===== config.mk =====
export PLATFORM = sky130hd
export DESIGN_NAME = mem_access_unit_flat
export DESIGN_NICKNAME = d
export VERILOG_FILES = /design/src/rtl/mem_access_unit_if.sv /design/src/rtl/mem_access_unit.sv /design/src/flat_wrapper.sv
export SDC_FILE = /design/constraint.sdc
export NUM_CORES = 1
export LEC_CHECK = 0
export CAP_MARGIN = 20
export CORE_ASPECT_RATIO = 1.4
export CORE_MARGIN = 3
export CORE_UTILIZATION = 43
export DETAILED_ROUTE_END_ITERATION = 8
export PLACE_DENSITY = 0.8
export SETUP_SLACK_MARGIN = 0.1
export SYNTH_ARGS = -nofsm -noshare
export SYNTH_HDL_FRONTEND = slang
export SYNTH_SLANG_ARGS = --single-unit

===== constraint.sdc =====
create_clock -name clk -period 5.3 [get_ports clk]
set_input_delay 1.325 -clock clk [delete_from_list [all_inputs] [get_ports clk]]
set_output_delay 1.325 -clock clk [all_outputs]
set_load 0.005 [all_outputs]

===== src/rtl/mem_access_unit_if.sv =====
// Bundle of the CPU request/response handshake and the memory-bus signals
// seen by the load/store unit. The "slave" side is the unit itself; the
// "master" side is whatever drives requests and returns bus read data.
interface mem_access_unit_if #(
  parameter int WIDTH = 32
);
  logic             req_valid;
  logic             req_ready;
  logic             req_write;
  logic [2:0]       req_funct3;
  logic [WIDTH-1:0] req_addr;
  logic [WIDTH-1:0] req_wdata;

  logic             resp_valid;
  logic [WIDTH-1:0] resp_rdata;
  logic             resp_err;

  logic             bus_mem_read;
  logic             bus_mem_write;
  logic [WIDTH-1:0] bus_addr;
  logic [WIDTH-1:0] bus_wdata;
  logic [3:0]       bus_byteen;
  logic [WIDTH-1:0] bus_rdata;

  modport slave (
    input  req_valid, req_write, req_funct3, req_addr, req_wdata, bus_rdata,
    output req_ready, resp_valid, resp_rdata, resp_err,
           bus_mem_read, bus_mem_write, bus_addr, bus_wdata, bus_byteen
  );

  modport master (
    output req_valid, req_write, req_funct3, req_addr, req_wdata, bus_rdata,
    input  req_ready, resp_valid, resp_rdata, resp_err,
           bus_mem_read, bus_mem_write, bus_addr, bus_wdata, bus_byteen
  );
endinterface


===== src/rtl/mem_access_unit.sv =====
// RV32I load/store unit: accepts one CPU access at a time, checks it for
// legality and alignment, drives a lane-steered transaction on the memory
// bus, waits out the read latency and returns one response pulse.
module mem_access_unit #(
  parameter int WIDTH        = 32,
  parameter int READ_LATENCY = 1
) (
  input logic              clk,
  input logic              rst,
  mem_access_unit_if.slave io
);

  typedef enum logic [1:0] {
    IDLE   = 2'd0,
    ACCESS = 2'd1,
    RESP   = 2'd2
  } state_t;

  localparam logic [2:0] LAST_CNT = 3'(READ_LATENCY);

  state_t     state, state_nx;
  logic [2:0] cnt, cnt_nx;
  logic       lat_write;
  logic [2:0] lat_funct3;

  logic             req_legal;
  logic             req_misal;
  logic [3:0]       req_byteen;
  logic [WIDTH-1:0] req_steer;
  logic             accept;
  logic             accept_ok;
  logic             accept_err;
  logic             access_done;

  logic [WIDTH-1:0] ld_byte_sh;
  logic [WIDTH-1:0] ld_half_sh;
  logic [WIDTH-1:0] ld_data;

  // Ready only while idle; forced low for as long as reset is held.
  assign io.req_ready = (state == IDLE) && !rst;

  assign accept      = io.req_valid && io.req_ready;
  assign accept_ok   = accept && req_legal && !req_misal;
  assign accept_err  = accept && !(req_legal && !req_misal);
  assign access_done = (state == ACCESS) && (lat_write || (cnt == LAST_CNT));

  // Decode the incoming request: legality, alignment, lanes and store data.
  always_comb begin
    // NOTE: every output of a combinational block gets a default first so no
    // path through the case statements can leave a value held (a latch).
    req_legal  = 1'b0;
    req_misal  = 1'b0;
    req_byteen = 4'b1111;
    req_steer  = io.req_wdata;

    unique case ({io.req_write, io.req_funct3})
      4'b0_000, 4'b0_001, 4'b0_010, 4'b0_100, 4'b0_101,
      4'b1_000, 4'b1_001, 4'b1_010: req_legal = 1'b1;
      default:                      req_legal = 1'b0;
    endcase

    unique case (io.req_funct3[1:0])
      2'b00: begin
        req_byteen = 4'b0001 << io.req_addr[1:0];
        req_steer  = {4{io.req_wdata[7:0]}};
      end
      2'b01: begin
        req_byteen = 4'b0011 << {io.req_addr[1], 1'b0};
        req_steer  = {2{io.req_wdata[15:0]}};
        req_misal  = io.req_addr[0];
      end
      default: begin
        req_byteen = 4'b1111;
        req_steer  = io.req_wdata;
        req_misal  = (io.req_addr[1:0] != 2'b00);
      end
    endcase
  end

  // Extract and extend the addressed lane of the returned read word.
  always_comb begin
    ld_byte_sh = io.bus_rdata >> {io.bus_addr[1:0], 3'b000};
    ld_half_sh = io.bus_rdata >> {io.bus_addr[1], 4'b0000};
    ld_data    = io.bus_rdata;
    unique case (lat_funct3)
      3'b000:  ld_data = {{24{ld_byte_sh[7]}}, ld_byte_sh[7:0]};
      3'b001:  ld_data = {{16{ld_half_sh[15]}}, ld_half_sh[15:0]};
      3'b100:  ld_data = {24'd0, ld_byte_sh[7:0]};
      3'b101:  ld_data = {16'd0, ld_half_sh[15:0]};
      default: ld_data = io.bus_rdata;
    endcase
  end

  // Next-state logic: error requests skip straight to the response.
  always_comb begin
    state_nx = state;
    cnt_nx   = cnt;
    unique case (state)
      IDLE: begin
        if (accept_ok) begin
          state_nx = ACCESS;
          cnt_nx   = 3'd0;
        end else if (accept_err) begin
          state_nx = RESP;
        end
      end
      ACCESS: begin
        if (access_done) state_nx = RESP;
        else             cnt_nx   = cnt + 3'd1;
      end
      RESP:    state_nx = IDLE;
      default: state_nx = IDLE;
    endcase
  end

  // State register and access-cycle counter.
  always_ff @(posedge clk or posedge rst) begin
    // NOTE: sequential state is always assigned with <= so every register
    // samples the values from before the edge, independent of block order.
    if (rst) begin
      state <= IDLE;
      cnt   <= 3'd0;
    end else begin
      state <= state_nx;
      cnt   <= cnt_nx;
    end
  end

  // Registered bus drive, request latch and response outputs.
  always_ff @(posedge clk or posedge rst) begin
    if (rst) begin
      lat_write        <= 1'b0;
      lat_funct3       <= 3'd0;
      io.bus_mem_read  <= 1'b0;
      io.bus_mem_write <= 1'b0;
      io.bus_addr      <= '0;
      io.bus_wdata     <= '0;
      io.bus_byteen    <= 4'd0;
      io.resp_valid    <= 1'b0;
      io.resp_err      <= 1'b0;
      io.resp_rdata    <= '0;
    end else begin
      io.resp_valid <= (state_nx == RESP);
      io.resp_err   <= accept_err;
      io.resp_rdata <= '0;

      if (accept) begin
        lat_write  <= io.req_write;
        lat_funct3 <= io.req_funct3;
      end

      if (accept_ok) begin
        io.bus_mem_read  <= !io.req_write;
        io.bus_mem_write <= io.req_write;
        io.bus_addr      <= io.req_addr;
        io.bus_byteen    <= req_byteen;
        io.bus_wdata     <= io.req_write ? req_steer : '0;
      end else if (access_done) begin
        io.bus_mem_read  <= 1'b0;
        io.bus_mem_write <= 1'b0;
        io.bus_addr      <= '0;
        io.bus_byteen    <= 4'd0;
        io.bus_wdata     <= '0;
      end

      // Read data is valid on the final access cycle only.
      if (access_done && !lat_write) io.resp_rdata <= ld_data;
    end
  end

endmodule


===== src/flat_wrapper.sv =====
// flat-port wrapper written by rule: the top's interface ports become plain ports
module mem_access_unit_flat 
#(
  parameter int WIDTH        = 32,
  parameter int READ_LATENCY = 1
)
  (clk, rst, io_req_valid, io_req_write, io_req_funct3, io_req_addr, io_req_wdata, io_bus_rdata, io_req_ready, io_resp_valid, io_resp_rdata, io_resp_err, io_bus_mem_read, io_bus_mem_write, io_bus_addr, io_bus_wdata, io_bus_byteen);
  mem_access_unit_if #(.WIDTH(WIDTH)) io_i ();
  input logic clk;
  input logic rst;
  input wire logic [$bits(io_i.req_valid)-1:0] io_req_valid;
  input wire logic [$bits(io_i.req_write)-1:0] io_req_write;
  input wire logic [$bits(io_i.req_funct3)-1:0] io_req_funct3;
  input wire logic [$bits(io_i.req_addr)-1:0] io_req_addr;
  input wire logic [$bits(io_i.req_wdata)-1:0] io_req_wdata;
  input wire logic [$bits(io_i.bus_rdata)-1:0] io_bus_rdata;
  output wire logic [$bits(io_i.req_ready)-1:0] io_req_ready;
  output wire logic [$bits(io_i.resp_valid)-1:0] io_resp_valid;
  output wire logic [$bits(io_i.resp_rdata)-1:0] io_resp_rdata;
  output wire logic [$bits(io_i.resp_err)-1:0] io_resp_err;
  output wire logic [$bits(io_i.bus_mem_read)-1:0] io_bus_mem_read;
  output wire logic [$bits(io_i.bus_mem_write)-1:0] io_bus_mem_write;
  output wire logic [$bits(io_i.bus_addr)-1:0] io_bus_addr;
  output wire logic [$bits(io_i.bus_wdata)-1:0] io_bus_wdata;
  output wire logic [$bits(io_i.bus_byteen)-1:0] io_bus_byteen;
  assign io_i.req_valid = io_req_valid;
  assign io_i.req_write = io_req_write;
  assign io_i.req_funct3 = io_req_funct3;
  assign io_i.req_addr = io_req_addr;
  assign io_i.req_wdata = io_req_wdata;
  assign io_i.bus_rdata = io_bus_rdata;
  assign io_req_ready = io_i.req_ready;
  assign io_resp_valid = io_i.resp_valid;
  assign io_resp_rdata = io_i.resp_rdata;
  assign io_resp_err = io_i.resp_err;
  assign io_bus_mem_read = io_i.bus_mem_read;
  assign io_bus_mem_write = io_i.bus_mem_write;
  assign io_bus_addr = io_i.bus_addr;
  assign io_bus_wdata = io_i.bus_wdata;
  assign io_bus_byteen = io_i.bus_byteen;
  mem_access_unit #(.WIDTH(WIDTH), .READ_LATENCY(READ_LATENCY)) u_core (.clk(clk), .rst(rst), .io(io_i));
endmodule

# After elaboration in Yosys (flattened, before gate mapping)
# Memories as Yosys holds them, arrays and structs flattened.
# Index checks and enable logic that the tools add are counted.
[op_classes] add_sub_neg=1 multipliers=0 n_div=0 order_cmp=0 eq_ne=9 n_shift=4 mux=21 bitwise=0 reduce_logical=21
[ops] operator="32-bit two-way mux" n=5
[ops] operator="32-bit case mux with 4 select lines" n=1
[ops] operator="32-bit case mux with 2 select lines" n=1
[ops] operator="32-bit by 5-bit >> shifter with 16-bit output" n=1
[ops] operator="32-bit by 5-bit >> shifter with 8-bit output" n=1
[ops] operator="1-bit logical AND" n=8
[ops] operator="4-bit two-way mux" n=2
[ops] operator="4-bit case mux with 2 select lines" n=1
[ops] operator="3-bit by 1-bit equality test with 1-bit output (second input constant)" n=2
[ops] operator="3-bit equality test (second input constant)" n=2
[ops] operator="2-bit two-way mux" n=3
[ops] operator="3-bit two-way mux" n=2
[ops] operator="3-bit case mux with 2 select lines" n=1
[ops] operator="2-bit nonzero test" n=3
[ops] operator="1-bit zero test" n=5
[ops] operator="2-bit by 1-bit equality test with 1-bit output (second input constant)" n=2
[ops] operator="2-bit zero test" n=2
[ops] operator="2-bit case mux with 2 select lines" n=1
[ops] operator="1-bit by 2-bit left shift with 4-bit output (first input constant)" n=1
[ops] operator="2-bit by 2-bit left shift with 4-bit output (first input constant)" n=1
[ops] operator="3-bit by 1-bit adder with 3-bit output (second input constant)" n=1
[ops] operator="3-bit zero test" n=1
[ops] operator="1-bit two-way mux" n=3
[ops] operator="3-bit AND reduction" n=1
[ops] operator="5 further kinds" n=5
[totals] ff_bits=113 latchBits=0 ram_bits=0 mem_bits_ro=16 in_bits=103 out_inout_bits=105 wordCells=69 mem_count=1
[memory_table] memory="(no name shown)" depth=16 word_bits=1 rd=1 rd_clocked_by_memory_dff=0 wr=0 line="mem_access_unit.sv:56" rtl="unique case ({io.req_write, io.req_funct3})"

# Logic depth before layout (Yosys ltp)
[depth] ltp_word=10 mapped_depth=8 mapped_depth_nobuf=6

# Worst setup path before layout
# Ideal clock, no wire load.
[synth_path] path_kind="input-to-output" start="input port rst" end="output port io_req_ready" t_arrival_ns=1.485 required_ns=3.975 setup_slack_ns=2.490 path_stages=1 n_path_buf=0 path_cell_list="nor3_1"
[synth_between] elab_chain_cells=2
[synth_lines] element="from (decl)" line="flat_wrapper.sv:10" rtl="input logic rst;"
[synth_lines] element="1-bit zero test" line="mem_access_unit.sv:40" rtl="assign io.req_ready = (state == IDLE) && !rst;"
[synth_lines] element="1-bit logical AND" line="mem_access_unit.sv:40"
[synth_lines] element="to (decl)" line="flat_wrapper.sv:17" rtl="output wire logic [$bits(io_i.req_ready)-1:0] io_req_ready;"
# Every way passes these cells.

# Final worst setup path
# Ends and elaborated chain as after synthesis.

==> results.sh <==
export IMPL_status="complete, no violations"
export IMPL_syn_to_final_growth_pct=54.5
export IMPL_rows=46
export IMPL_io_pins=208
export IMPL_setup_viol=0
export IMPL_crit_arrival_ns=2.54
export IMPL_ir_drop_mv=0.266
export IMPL_die_w_um=98.3
export IMPL_die_area_mm2=0.0133
export IMPL_path_max_fanout=3
export IMPL_fin_crit_sh=0.730
export IMPL_grt_overflow_total=0
export IMPL_drtAntennaViolNets=0
export IMPL_routed_wl_mm=15.3
export IMPL_fin_crit_ns=3.87
export IMPL_setup_tns_final_ns=0
export IMPL_htreeDepth=4
export IMPL_final_core_util=0.688
export IMPL_reg2reg_to="u_core.io.bus_wdata[8]"
export IMPL_cts_setup_buffers=0
export IMPL_leakagePower_nw=3.52
export IMPL_synth_area_mm2=0.00513
export IMPL_r2r_start="u_core.cnt[0]"
export IMPL_power_density_mw_per_mm2=424
export IMPL_ys_ff_latch=113
export IMPL_ys_warn_count=0
export IMPL_via_per_inst=5.40
export IMPL_rsz0062_at_grt="no"
export IMPL_grt_pass1_vias=4788
export IMPL_fillers=881
export IMPL_clkTransAtPathRegs_ns=0.06
export IMPL_slew_headroom=0.350
export IMPL_cap_viol_max_count=0
export IMPL_fin_skew_ns=0.00892
export IMPL_die_h_um=135
export IMPL_seq_area_mm2=0.00283
export IMPL_cts_root_buf="clkbuf_16"
export IMPL_hold_violations=0
export IMPL_multi_input_area_mm2=0.00200
export IMPL_synthFlopType="dfrtp_1"
export IMPL_synth_yosys_seq_area_share=0.552
export IMPL_dp_hpwl_mm=11.3
export IMPL_end_kind="output pin"
export IMPL_final_cell_mix="207 x clkdlybuf4s50_1, 113 x dfrtp_1, 71 x nand3_1"
export IMPL_grt_pass1_wl_mm=24.5
export IMPL_dpl_instance_area_mm2=0.00727
export IMPL_gp_congestion=0.902
export IMPL_final_cell_area_mm2=0.00792
export IMPL_cts_hold_repair_buffers=0
export IMPL_drt_first_pass_iters=5
export IMPL_clock_latency_ns=0.40
export IMPL_final_common_cell="clkdlybuf4s50_1"
export IMPL_synth_nets=627
export IMPL_track_usage=0.235
export IMPL_portBuffers=207
export IMPL_reg2regPathDepth=6
export IMPL_antenna_found_initial=0
export IMPL_synth_distinct_cells=38
export IMPL_grt_max_degree=84
export IMPL_core_region_area_mm2=0.0115
export IMPL_cts_tree="yes"
export IMPL_avgSynthCellArea_um2=9.82
export IMPL_drt_iter0_drc=211
export IMPL_worstHoldEndpoint="u_core.io.bus_addr[23]"
export IMPL_cts_max_path_buffers=2
export IMPL_async_flop_share=1.00
export IMPL_hp_class="reg -> reg"
export IMPL_whs_path_depth=2
export IMPL_slew_viol_final=0
export IMPL_layout_drive_gt1_share=0.0853
export IMPL_min_from="u_core.io.bus_addr[23]"
export IMPL_start_kind="primary input"
export IMPL_critical_path_required_ns=3.97
export IMPL_vias=4707
export IMPL_clkSinkCount=113
export IMPL_max_freq_mhz=258
export IMPL_cts_inserted_buffers=17
export IMPL_final_nets=819
export IMPL_worst_setup_path_type="in -> out"
export IMPL_synth_edff_count=0
export IMPL_ff2ff_setup_slack_ns=3.12
export IMPL_drc=0
export IMPL_synth_cells=522
export IMPL_wl_per_cell_um=17.6
export IMPL_worst_pin_slew_ns=0.972
export IMPL_diodes=0
export IMPL_initial_utilization=0.445
export IMPL_postCtsResizedCells=0
how the worst max path moves through the flow:
stage / slack, ns / to / cells after the start / startpoint
after floorplan: 0.99 / u_core.cnt[0] / 1 / rst
after global placement: 1.42 / io_req_ready / 3 / rst
after detailed placement: 1.39 / u_core.cnt[1] / 6 / io_req_funct3[0]
after CTS: 1.41 / io_req_ready / 3 / rst
after global routing: 1.37 / io_req_ready / 3 / rst
final: 1.43 / io_req_ready / 3 / rst
sequential cells by signal (all words and copies together), names as in the netlist:
register and flops:
u_core.state 2, u_core.cnt 3, u_core.io.resp_valid 1, u_core.io.bus_byteen 4
u_core.lat_write 1, u_core.io.resp_err 1, u_core.io.resp_rdata 32, u_core.io.bus_mem_write 1
u_core.lat_funct3 3, u_core.io.bus_wdata 32, u_core.io.bus_mem_read 1, u_core.io.bus_addr 32
metal layers:
| layer | track usage | part of all wire |
|---|---|---|
| met1 | 0.269 | 0.37 |
| met4 | 0.103 | 0.033 |
| met5 | 0 | 0 |
| met2 | 0.398 | 0.50 |
| met3 | 0.0824 | 0.097 |
kinds of logic (layout without fill, tap and decap cells):
logic type | Yosys count | count (layout) | share of synthesized area
buf+inv | 80 | 285 | 0.0627
simple gates | 165 | 165 | 0.159
flops | 113 | 113 | 0.552
mux | 39 | 39 | 0.0818
fa+ha+maj | 2 | 2 | 0.00488
compound gates | 122 | 122 | 0.138
xor+xnor | 1 | 1 | 0.00171
final cells by class:
type / count / area share
Tap cell: 144 / 0.0227
Timing Repair Buffer: 215 / 0.272
Clock buffer: 18 / 0.0555
Clock inverter: 14 / 0.0227
Multi-Input combinational cell: 329 / 0.252
Sequential cell: 113 / 0.357
Inverter: 38 / 0.0183
power by group:
group / leakage, nW / switching, mW / internal (mW)
Sequential: 1.51 / 0.146 / 1.06
Combinational: 1.71 / 0.409 / 0.572
Clock: 0.297 / 0.410 / 0.758
Total: 3.52 / 0.966 / 2.39
synth_stat cells, types with 2 or more instances:
cell,n,share of area
a211oi_1,7,0.010
buf_2,11,0.011
or2_2,2,0.0024
o31ai_1,16,0.023
nor2_1,29,0.021
mux2i_1,25,0.049
ha_1,2,0.0049
clkbuf_1,23,0.017
nor2b_1,8,0.0098
a21oi_1,22,0.021
nand2b_1,3,0.0037
o22ai_1,8,0.0098
dfrtp_1,113,0.55
buf_1,7,0.0051
nor3_1,15,0.015
mux2_2,13,0.029
nand3_1,71,0.069
o21ai_0,63,0.062
nand2_1,29,0.021
inv_1,37,0.027
stage by stage:
stage                     setup WS (ns)  hold slack, ns  total power, mW  instances
after floorplan                   0.988           0.491             1.60        522
after global placement             1.42           0.482             2.15        838
after detailed placement           1.39           0.490             2.19        838
after CTS                          1.41           0.503             3.37        870
after global routing               1.37           0.517             3.54        871
final                              1.43           0.501             3.36        871
critical path: stages:
cell and delay, ns:
clkdlybuf4s50_1 0.51, nor3_1 0.17, clkdlybuf4s50_1 0.53
Power figures use the tool's default switching activity.
